<file path="src/rtl/uart_ram_dumper.sv">
// uart_ram_dumper: reads a contiguous RAM word range and streams it LSB-byte-first over the UART TX byte interface.
// Latency: start at E0, RAM read E0-E1, first byte valid from E2; BYTES+2 cycles per word with ready held high.
// Backpressure: uart_tx_ready low stalls SEND/CKSUM with data and valid held; each stalled cycle adds one cycle.
// Build option: define UART_DUMP_CKSUM_EN to append an 8-bit modulo-256 sum of the data bytes after the last word.

module uart_ram_dumper #(
   parameter int ADDR_LEN = 14,
   parameter int XLEN     = 32
) (
   input  logic                clk,
   input  logic                rstb,
   input  logic                dump_start,
   input  logic [ADDR_LEN-1:0] dump_addr,
   input  logic [ADDR_LEN:0]   dump_len,
   output logic                dump_busy,
   output logic                dump_done,
   output logic                ram_rd_en,
   output logic [ADDR_LEN-1:0] ram_addr,
   input  logic [XLEN-1:0]     ram_rd_data,
   output logic                uart_tx_valid,
   output logic [7:0]          uart_tx_data,
   input  logic                uart_tx_ready
);

   localparam int BYTES = XLEN / 8;
   localparam int IDX_W = (BYTES > 1) ? $clog2(BYTES) : 1;

   typedef enum logic [2:0] {
      S_IDLE  = 3'd0,
      S_READ  = 3'd1,
      S_WAIT  = 3'd2,
      S_SEND  = 3'd3,
`ifdef UART_DUMP_CKSUM_EN
      S_CKSUM = 3'd4,
`endif
      S_DONE  = 3'd5
   } state_t;

   state_t              state;
   state_t              state_nxt;
   logic [ADDR_LEN-1:0] cur_addr;
   logic [ADDR_LEN:0]   remaining;
   logic [IDX_W-1:0]    byte_idx;
   logic [XLEN-1:0]     shreg;
   logic                tx_hs;
   logic                last_byte;
   logic                last_word;
`ifdef UART_DUMP_CKSUM_EN
   logic [7:0]          cksum;
`endif

   // A byte leaves on a valid&ready edge; the last byte of a word closes that word.
   assign tx_hs     = uart_tx_valid & uart_tx_ready;
   assign last_byte = (byte_idx == IDX_W'(BYTES - 1));
   assign last_word = (remaining == (ADDR_LEN + 1)'(1));

   // State register.
   always_ff @(posedge clk or negedge rstb) begin
      if (!rstb) begin
         state <= S_IDLE;
      end else begin
         state <= state_nxt;
      end
   end

   // Next-state and state-decoded outputs; no input reaches an output combinationally.
   always_comb begin
      state_nxt     = state;
      dump_busy     = (state != S_IDLE);
      dump_done     = 1'b0;
      ram_rd_en     = 1'b0;
      ram_addr      = cur_addr;
      uart_tx_valid = 1'b0;
      uart_tx_data  = shreg[7:0];
      case (state)
         S_IDLE: begin
            if (dump_start) begin
               state_nxt = (dump_len == '0) ? S_DONE : S_READ;
            end
         end
         S_READ: begin
            ram_rd_en = 1'b1;
            state_nxt = S_WAIT;
         end
         S_WAIT: begin
            state_nxt = S_SEND;
         end
         S_SEND: begin
            uart_tx_valid = 1'b1;
            if (tx_hs && last_byte) begin
               if (last_word) begin
`ifdef UART_DUMP_CKSUM_EN
                  state_nxt = S_CKSUM;
`else
                  state_nxt = S_DONE;
`endif
               end else begin
                  state_nxt = S_READ;
               end
            end
         end
`ifdef UART_DUMP_CKSUM_EN
         S_CKSUM: begin
            uart_tx_valid = 1'b1;
            uart_tx_data  = cksum;
            if (tx_hs) begin
               state_nxt = S_DONE;
            end
         end
`endif
         S_DONE: begin
            dump_done = 1'b1;
            state_nxt = S_IDLE;
         end
         default: begin
            state_nxt = S_IDLE;
         end
      endcase
   end

   // Address/length counters, byte shifter and running sum.
   always_ff @(posedge clk or negedge rstb) begin
      if (!rstb) begin
         cur_addr  <= '0;
         remaining <= '0;
         byte_idx  <= '0;
         shreg     <= '0;
`ifdef UART_DUMP_CKSUM_EN
         cksum     <= '0;
`endif
      end else begin
         case (state)
            S_IDLE: begin
               if (dump_start) begin
                  cur_addr  <= dump_addr;
                  remaining <= dump_len;
                  byte_idx  <= '0;
`ifdef UART_DUMP_CKSUM_EN
                  cksum     <= '0;
`endif
               end
            end
            S_WAIT: begin
               shreg    <= ram_rd_data;
               byte_idx <= '0;
            end
            S_SEND: begin
               if (tx_hs) begin
                  shreg <= shreg >> 8;
`ifdef UART_DUMP_CKSUM_EN
                  cksum <= cksum + shreg[7:0];
`endif
                  if (last_byte) begin
                     byte_idx  <= '0;
                     cur_addr  <= cur_addr + ADDR_LEN'(1);
                     remaining <= remaining - (ADDR_LEN + 1)'(1);
                  end else begin
                     byte_idx <= byte_idx + IDX_W'(1);
                  end
               end
            end
            default: begin
            end
         endcase
      end
   end

endmodule

</file>
<file path="config.mk">
export PLATFORM = sky130hd
export DESIGN_NAME = uart_ram_dumper
export DESIGN_NICKNAME = d
export VERILOG_FILES = /design/src/rtl/uart_ram_dumper.sv
export SDC_FILE = /design/constraint.sdc
export NUM_CORES = 1
export LEC_CHECK = 0
export CORE_MARGIN = 2
export CORE_UTILIZATION = 45
export CTS_CLUSTER_SIZE = 20
export DETAILED_ROUTE_END_ITERATION = 7
export MAX_ROUTING_LAYER = met4
export PLACE_DENSITY = 0.83
export SLEW_MARGIN = 15
export SYNTH_ARGS = -nofsm -noshare
export SYNTH_HDL_FRONTEND = slang
export SYNTH_SLANG_ARGS = --single-unit
</file>
<file path="constraint.sdc">
create_clock -name clk -period 1.57 [get_ports clk]
set_input_delay 0.314 -clock clk [delete_from_list [all_inputs] [get_ports clk]]
set_output_delay 0.314 -clock clk [all_outputs]
set_load 0.1 [all_outputs]
</file>
==> results of run 1 <==
==> path summary, 6_finish.rpt <==
path                                 from     endpoint  slack (ps)
max in group asynchronous            rstb  ram_addr[2]         730
min in group asynchronous            rstb     shreg[4]         510
worst min-delay path            shreg[23]    shreg[23]         490
worst min register to register  shreg[23]    shreg[23]         490
worst max-delay path             state[2]    dump_busy        -160
worst max register to register   state[0]  ram_addr[6]        -120
==> logic make-up (layout without fill, tap and decap cells) <==
| logic type | count (synthesis) | in the layout | synth area share |
|---|---|---|---|
| mux | 1 | 1 | 0.00278 |
| simple gates | 121 | 121 | 0.185 |
| fa+ha+maj | 5 | 5 | 0.0173 |
| flops | 66 | 66 | 0.458 |
| compound gates | 152 | 152 | 0.266 |
| buf+inv | 44 | 171 | 0.0711 |
==> layout make-up <==
type | instances | area, um^2 | share of cell area
flip-flops and latches | 66 | 1690 | 0.294
clock inverters | 7 | 101 | 0.0176
well taps | 102 | 128 | 0.0221
multi-input cells | 279 | 1910 | 0.331
clock buffers | 9 | 124 | 0.0215
repair buffers | 149 | 1780 | 0.308
inverters | 6 | 35.0 | 0.00608
==> cells in the mapped netlist, drive strengths merged, types with 4 or more instances <==
cell     instances  area (um^2)
nor3             8         40.0
nand2           46          173
o21ai           51          255
o22a             6         52.6
a2bb2oi          6         52.6
nand3           14         70.1
nor4             4         37.5
buf             30          204
a31oi            5         31.3
inv              6         22.5
clkbuf           8         30.0
nand4            5         31.3
and3             4         25.0
and4             4         35.0
nor2            14         60.1
ha               5         62.6
o22ai           29          181
a22o             9         78.8
nor3b            6         65.1
a21oi           26          134
dfrtp           66         1650
==> power by group <==
part | internal (mW) | leakage (nW) | total [mW] | switching [mW]
Sequential | 2.43 | 0.828 | 3.21 | 0.783
Clock | 0.907 | 0.106 | 1.65 | 0.739
Combinational | 3.01 | 1.35 | 7.13 | 4.12
==> routing by layer <==
metal,track usage,vias up
li1,-,1703
met1,0.331,1787
met2,0.433,235
met3,0.0411,54
met4,0.118,0
met5,-,-
==> state kept, by name, indices dropped and copies added (netlist names) <==
signal / cells
byte_idx: 2
ram_addr: 14
state: 3
remaining: 15
shreg: 32
==> per-stage QoR <==
stage	area (um^2)	hold WS, ps	setup TNS [ps]	utilization
2_1_floorplan	3750	18.4	-746	-
3_3_place_gp	5100	361	-5530	0.660
3_5_place_dp	5100	360	-7160	0.660
4_1_cts	5500	493	-479	0.712
5_1_grt	5770	512	-3590	0.746
6_report	5770	491	-1910	0.746
==> repair_timing <==
item,CTS,global route
endpoints found under the hold margin,57,0
gates cloned,1,3
buffers inserted,12,10
pin swaps,7,11
gates resized for setup,18,31
hold buffers,1,0
setup endpoints to repair,13,53
==> worst max-delay path: cells and delay by family, from the launching register on <==
kind,cells,cell delay [ps]
buffers and inverters,1,180
DFF,1,430
and+or+nand+nor,1,450
==> flow_summary.toml, run 1 <==
[status]
status = "finished with violations"
violations = "negative setup slack"

[clock_tree]
clk_latency_ps = 350
cts_buffers = 9
h-tree-depth = 3
cts_num_sinks = 66
cts_tree = "done"
clockRootBuffer = "clkbuf_8"
clkTransAtPathRegs_ps = 80
clockBufferDepth = 2

[layout]
most-common-layout-cells = "clkdlybuf4s50_1 (63), dfrtp_1 (48), nand2_1 (45), o21ai_1 (43), buf_4 (39)"
fillCellCount = 510
syn2layout_area_growth_pct = 59.9
instances_no_fill = 618
num-nets-final = 581
mostFrequentLayoutCell = "clkdlybuf4s50_1"
drive_gt1_frac = 0.324
n_antenna_cell = 0

[floorplan]
coreArea_um2 = 7730
start_util = 0.467
dieWidth_um = 93.5
num_rows = 32
io_pins = 91
die_area_um2 = 8750
die-height_um = 93.5

[routing]
ant_nets = 0
drt-total-wl_mm = 12.2
wl_met3_um = 987
met2_length_mm = 5.90
viasPerCell = 6.11
dr_total_vias = 3779
wl_met1_mm = 4.75
drt_iter0_markers = 174
dr.pass1.iters = 4
route.top_layer_used = "met4"
drc = 0
wire_per_inst_um = 19.7

[synthesis]
synth_edf_count = 0
synthFlopType = "dfrtp_1"
ys_ff_latch = 66
async_reset_ff_frac = 1.00
netlist_instances = 389
synthesis.area_um2 = 3610
syn_area_per_cell_um2 = 9.27
yosysSeqAreaShare = 0.458
synth_nets = 459
ys_types = 56
yosys_warnings = 0

[critical_path]
reg2regPathDepth = 7
worstSetupStartpointType = "register"
path_cells = "or3_4 > buf_12"
crit_type = "reg -> out"
cpPeakStageDelay_ps = 450
crit_path_end_kind = "output port"
crit_arrival_ps = 1410
crit_required_ps = 1260
cp_slowest_cell = "or3_4"
worst-path-max-fanout = 4

[min_path]
hold_path_class = "reg -> reg"
hold_depth = 2

[placement]
place_ws_ps = -239
io_buffers = 90
dp_hpwl_mm = 7.11
dp_cells = 576
gp_congestion = 0.885

[sta]
drv_slew = 0
fin_crit_ps = 1730
fin_worst_skew_ps = 10.1
hold_viol = 0
relSlewSlack = 0.590
rsz0062_at_grt = "yes"
max_freq_mhz = 579
worst_slew_pin_slew_ps = 613
finalCritPeriodShare = 1.10
setup_viol_count_final = 26
setup_slack_ps = -156

[global_routing]
antenna_found_initial = 0
grt_max_degree = 67
grt_pass1_vias = 3611
grt_pass1_wl_mm = 17.6
gr-total-overflow = 0
grtUsageTotal = 0.266

[power]
power_density_nw_per_um2 = 2080
ir_drop_mv = 2.35
leakage_nw = 2.28
power.total_mw = 12.0

[flow_run]
max_cap_violations = 0
Power figures use the tool's default switching activity.
==> inputs of run 2 (changes only) <==
--- a/config.mk
+++ b/config.mk
@@ -11,7 +11,7 @@
 export DETAILED_ROUTE_END_ITERATION = 7
 export MAX_ROUTING_LAYER = met4
 export PLACE_DENSITY = 0.83
-export SLEW_MARGIN = 15
+export SLEW_MARGIN = 30
 export SYNTH_ARGS = -nofsm -noshare
 export SYNTH_HDL_FRONTEND = slang
 export SYNTH_SLANG_ARGS = --single-unit
==> results of run 2 <==
Same layout as run 1: the final DEF is identical, and so are final timing and power.
